===== config.mk =====
export PLATFORM = sky130hd
export DESIGN_NAME = ram_scan_reader
export DESIGN_NICKNAME = d
export VERILOG_FILES = /design/src/rtl/ram_scan_reader.sv
export SDC_FILE = /design/constraint.sdc
export NUM_CORES = 1
export LEC_CHECK = 0
export CORE_ASPECT_RATIO = 0.7
export CORE_UTILIZATION = 45
export CTS_BUF_LIST = sky130_fd_sc_hd__clkbuf_4 sky130_fd_sc_hd__clkbuf_8
export DETAILED_ROUTE_END_ITERATION = 12
export GPL_ROUTABILITY_DRIVEN = 0
export MAX_ROUTING_LAYER = met4
export PLACE_DENSITY = 0.66
export SLEW_MARGIN = 10
export SYNTH_ARGS = -nofsm -noshare
export SYNTH_HDL_FRONTEND = slang
export SYNTH_SLANG_ARGS = --single-unit

===== constraint.sdc =====
create_clock -name clock -period 4.62 [get_ports clock]
set_input_delay 0.462 -clock clock [delete_from_list [all_inputs] [get_ports clock]]
set_output_delay 0.462 -clock clock [all_outputs]
set_load 0.005 [all_outputs]

===== src/rtl/ram_scan_reader.sv =====
// Read-side sequencer for the switch-loaded display RAM: walks every address,
// captures each returned word and holds the address/data pair for the HEX decoders.
module ram_scan_reader #(
  parameter int ADDR_W     = 5,
  parameter int DATA_W     = 4,
  parameter int DWELL      = 50000000,
  parameter bit CONTINUOUS = 1'b0
) (
  input  logic              clock,
  input  logic              resetn,
  input  logic              start,
  input  logic              pause,
  output logic [ADDR_W-1:0] rd_address,
  output logic              rd_wren,
  input  logic [DATA_W-1:0] rd_q,
  output logic [ADDR_W-1:0] disp_addr,
  output logic [DATA_W-1:0] disp_data,
  output logic              disp_valid,
  output logic              busy,
  output logic              done
);

  localparam int CNT_W = (DWELL > 2) ? $clog2(DWELL) : 1;
  localparam logic [CNT_W-1:0]  CNT_LAST  = CNT_W'(DWELL - 1);
  localparam logic [ADDR_W-1:0] ADDR_LAST = {ADDR_W{1'b1}};

  typedef enum logic [2:0] {
    IDLE, ISSUE, CAPTURE, DWELL_ST, FINISH
  } state_t;

  state_t           state;
  logic [CNT_W-1:0] cnt;

  // The read port is only ever read from here; writes come from the switch side.
  assign rd_wren = 1'b0;

  always_ff @(posedge clock or negedge resetn) begin
    if (!resetn) begin
      state      <= IDLE;
      rd_address <= '0;
      disp_addr  <= '0;
      disp_data  <= '0;
      disp_valid <= 1'b0;
      cnt        <= '0;
      busy       <= 1'b0;
      done       <= 1'b0;
    end else begin
      done <= 1'b0;
      case (state)
        IDLE: begin
          if (start) begin
            rd_address <= '0;
            busy       <= 1'b1;
            state      <= ISSUE;
          end
        end
        // RAM registers rd_address on this edge; rd_q is valid in CAPTURE.
        ISSUE: state <= CAPTURE;
        CAPTURE: begin
          disp_data  <= rd_q;
          disp_addr  <= rd_address;
          disp_valid <= 1'b1;
          cnt        <= '0;
          state      <= DWELL_ST;
        end
        DWELL_ST: begin
          if (!pause) begin
            if (cnt == CNT_LAST) begin
              if (rd_address != ADDR_LAST) begin
                rd_address <= rd_address + 1'b1;
                state      <= ISSUE;
              end else if (CONTINUOUS) begin
                rd_address <= '0;
                state      <= ISSUE;
              end else begin
                done  <= 1'b1;
                state <= FINISH;
              end
            end else begin
              cnt <= cnt + 1'b1;
            end
          end
        end
        FINISH: begin
          busy  <= 1'b0;
          state <= IDLE;
        end
        default: begin
          busy  <= 1'b0;
          state <= IDLE;
        end
      endcase
    end
  end

endmodule


Word-level counts from Yosys, hierarchy flattened
Index checks and enable logic that the tools add are counted.
- output and inout bits: 18
- word-level logic and storage cells: 48
- flip-flop bits (word level): 46
- input bits: 8
- $add $sub $neg: 2
- bitwise gates (word level): 1
- equality and inequality tests: 10
- multiplexer cells: 19
- reduce and logical (&&, ||, !) cells: 8
- operator list (kind ; number):
    26-bit two-way mux ; 2
    26-bit case mux with 2 select lines ; 1
    26-bit by 1-bit adder with 26-bit output, second input constant ; 1
    26-bit == test, second input constant ; 1
    5-bit two-way mux ; 4
    3-bit two-way mux ; 4
    3-bit case mux with 4 select lines ; 1
    2-bit inequality test, second input constant ; 5
    5-bit case mux with 2 select lines ; 1
    3-bit by 2-bit == test with 1-bit output, second input constant ; 2
    3-bit AND reduction ; 2
    5-bit by 1-bit adder with 5-bit output, second input constant ; 1
    1-bit two-way mux ; 5
    5-bit inequality test, second input constant ; 1
    5-bit AND reduction ; 1
    2-bit nonzero test ; 2
    3-bit by 1-bit == test with 1-bit output, second input constant ; 1
    3-bit zero test ; 1
    3-bit OR reduction ; 1
    1-bit case mux with 2 select lines ; 1
    2-bit AND reduction ; 1
    1-bit inverter ; 1

Logic depth before layout (Yosys ltp)
- depth after elaboration: 5
- depth in mapped cells: 8
- mapped depth without buffers: 7

Worst setup path after synthesis
OpenSTA, ideal clock, no wires.
- path type: reg2reg
- from: reg cnt[0]
- to: reg rd_address[3]
- stages on the path, launching flop included: 7
- setup time: 0.095 ns
- clock period less this slack: 1.967 ns
- data required time: 4.525 ns
- arrival time: 1.871 ns
- path buffers: 0
- slack: 2.653 ns
- path through: dfrtp_1 ha_1 nand3_1 nor3_1 nand4_1 or3_1 o31ai_1
- word-level cells in the longest chain between the ends: 3
- RTL lines (item ; RTL line ; RTL):
    from (decl) ; 32 ; logic [CNT_W-1:0] cnt;
    from (signal assigned) ; 80 ; cnt <= cnt + 1'b1;
    26-bit == test ; 68 ; if (cnt == CNT_LAST) begin
    2-bit inequality test (no line) ; n/a ;
    5-bit AND reduction (no line) ; n/a ;
    to (signal assigned) ; 70 ; rd_address <= rd_address + 1'b1;
    to (decl) ; 13 ; output logic [ADDR_W-1:0] rd_address,
No other way between the ends.
A chain may end at the register's enable or synchronous reset.

Final worst setup path
- from: reg cnt[0]
- to: reg cnt[1]
- word-level cells in the longest chain between the ends: 4
- elaborated cells on any way between the ends: 7
- those cells by class: add/sub: 1; eq/ne: 2; mux: 3; reduce/logical: 1
- RTL lines (item ; RTL line ; RTL):
    26-bit by 1-bit adder with 26-bit output ; 80 ;
    26-bit two-way mux ; 68 ;
    26-bit two-way mux ; 67 ; if (!pause) begin
    26-bit case mux with 2 select lines ; 49 ; case (state)
Parallel ways exist; a longest one is shown, timed or not. The select of a mux whose other input is x is not followed.

==> impl_results.md <==
- Status: finished, final reports clean
- Unrepaired setup endpoints after global routing: no
- Synth area leaders: dfrtp_1, mux2_2, nand2_1, a21oi_1, xnor2_1
- CTS resizes: 0
- Top cell type's share of synthesized area: between 40% and 50%
- Critical path type: flop to flop
- Post-route ant nets: 0
- Max Slew Vio Count: 0
- Sequential cell area: between 1000 and 1500 µm²
- WL final: about 6000 µm
- CTS tree: yes
- Reg2reg path depth: 6
- H-Tree Depth: 2
- Global Route met3 Usage: roughly 4.3%
- Overall Power: ~0.001 W
- Vias in the first global route: about 2,000
- Hold Buf Count CTS: 0
- Global route hottest layer: met1
- Worst-Skew Late Latency: about 310 ps
- FMAX: roughly 400 MHz
- Die span in y: ~65 µm
- Post-synthesis sequential area ratio: between 40% and 50%
- Antenna violations before repair: 0
- Most frequent cell after synthesis: dfrtp_1
- Setup WS pre-CTS: 1910 ps
- Max-slew headroom: 31.8%
- Final period utilization: between 50% and 60%
- Routing usage on met1: about a third
- Die width: roughly 90 µm
- Crit-path cells: ha_1 > nand3_1 > nor3_1 > a31oi_2 > a21oi_2 > a32o_1
- Global-route wire length before repair: 10,300 µm
- CP endpoint kind: flop
- Final worst path period need: about 2500 ps
- Multi-input gate area: 1320 µm²
- Post-synth top area cell: dfrtp_1
- Sink Count: 46
- YS warnings: 0
- Setup_tns: 0 ps
- Clk buf depth: 2
- EDFF count, synth: 0
- Max VDD drop: 0.205 mV
- Largest net degree at the start of global routing: 47
- Cell count after synthesis: roughly 260
- Ports: 26
- Via count: roughly 2,200
- Final std cells w/o fill: 356
- Via density: 6.08
- Starting density of the core: about 48%
- Crit path DAT: about 2700 ps
- Pwr/cell area: about 330 nW/µm²
- Routed wire per std cell: 16.5 µm
- # fillers: between 500 and 600
- Fraction of registers with async set/reset: 100%
- Pleak: 1.19 nW
- Global route total overflow: 0
- Initial detailed-routing violation count: 190
- Post-synth cell types: 53
- # diodes: 0
- Area of the die: approximately 6000 µm²
- Worst Hold Class: primary input to async pin
- Synthesis-to-finish area growth: 15.1%
- Clock root buffer: clkbuf_8
- Core Region: about 5400 µm²
- Reg2reg start: cnt[0]
- Fin worst setup slack: ~2100 ps
- Row cnt: 22
- GR Util met2: 30.5%
- Syn nets: 275
- Worst EP required: about 4900 ps
- Ratio of cells with drive above 1 in the final layout: between 9 and 10%
- Synth Cell Area: between 2000 and 3000 µm²
- DP Cell Count: 348
- CP max stage delay: around 540 ps
- Worst-path clk slew: about 90 ps
- FF+latch count, synth: 46
- Crit path from: cnt[0]
- Slew @ Worst Pin: a little over 1000 ps
- Drt drc: 0
- Mean post-synth cell area: 9.69 µm²
- IO buf count: 24
- Top post-synthesis cells by count: dfrtp_1, nand2_1, a21oi_1
- Crit path max fanout: 15
- TritonCTS Buffers: 5
- Final setup fails: 0
- Max Cap Viol: 0
- CP max stage cell: nor3_1
- Pre-antenna DRT Iters: 4
- Nets: approximately 290
- Startpoint types: flop
- Fin. Hold Viols: 0
- Number of post-CTS setup repair buffers: 0
- GRT Total Usage: between 20% and 30%
- Fin Clk Skew: 11.4 ps
- Dpl hpwl: around 4100 µm
- Top FF cell, synth: dfrtp_1
==> kinds of logic (layout without fill, tap and decap cells) <==
| kind of cell | count (synthesis) | count (layout) | synth area share (%) |
|---|---|---|---|
| AND/OR/NAND/NOR | 117 | 117 | 27.3 |
| AO/OA/AOI/OAI | 58 | 58 | 14.8 |
| flip-flops | 46 | 46 | 45.0 |
| buffers and inverters | 19 | 39 | 3.28 |
| multiplexers | 12 | 12 | 5.23 |
| XOR/XNOR | 8 | 8 | 2.74 |
| adder cells (fa/ha/maj) | 3 | 3 | 1.47 |
| other | 1 | 1 | 0.147 |
==> per-layer routing <==
layer	part of all wire, %	vias to the layer above	wire length, µm
met1	52	1069	3080
met4	0.44	0	26
met3	6.0	2	352
li1	-	1023	-
met2	41	69	2430
met5	0	-	0
==> cells in the final DEF, fill, tap and decap left out, types with 9 or more instances in the layout <==
cell,Yosys,routed
a21oi_1,14,14
clkdlybuf4s50_1,0,23
dfrtp_1,46,46
mux2_2,11,11
nand2_1,24,24
nand4_1,9,9
nor2_1,13,13
nor3_1,10,10
o21ai_0,10,10
==> registers in the layout (all words and copies together) (netlist names) <==
name	count
cnt	26
disp_addr	5
rd_address	5
disp_data	4
state	3
busy	1
disp_valid	1
done	1
==> per-stage QoR <==
| step | instance area [µm²] | utilization, % | hold WS (ps) |
|---|---|---|---|
| after floorplan | 2560 | - | 166 |
| after global placement | 2830 | 52.7 | 449 |
| after detailed placement | 2830 | 52.7 | 455 |
| after CTS | 2940 | 54.8 | 369 |
| after global routing | 2940 | 54.8 | 428 |
| final | 2940 | 54.8 | 327 |
==> power breakdown <==
| group | internal (W) | switching [W] | leakage [nW] | total [W] |
|---|---|---|---|---|
| Sequential | 0.000444 | 0.0000667 | 0.568 | 0.000511 |
| Combinational | 0.0000751 | 0.0000796 | 0.574 | 0.000155 |
| Clock | 0.000161 | 0.000146 | 0.0504 | 0.000307 |
==> layout make-up <==
class / count / area share (%)
multi-input combinational: 199 / 45.0
tap: 72 / 3.06
clock buffer: 5 / 2.34
timing repair buffer: 25 / 8.24
sequential: 46 / 39.1
inverter: 6 / 0.765
clock inverter: 3 / 1.53
==> worst paths after layout <==
kind                       slack, ps         end
setup / recovery                2130      cnt[1]
hold / removal                   330      cnt[8]
setup reg to reg                2130      cnt[1]
hold reg to reg                  470  disp_valid
max in group asynchronous       3660     cnt[16]
min in group clock               470  disp_valid
==> critical path: cells and delay by family (launching register included) <==
family,cells,cell delay (ps)
AOI/OAI and AO/OA,3,1020
DFF,1,410
and+or+nand+nor,2,770
adders and majority gates,1,230
(Power assumes the default switching activity.)
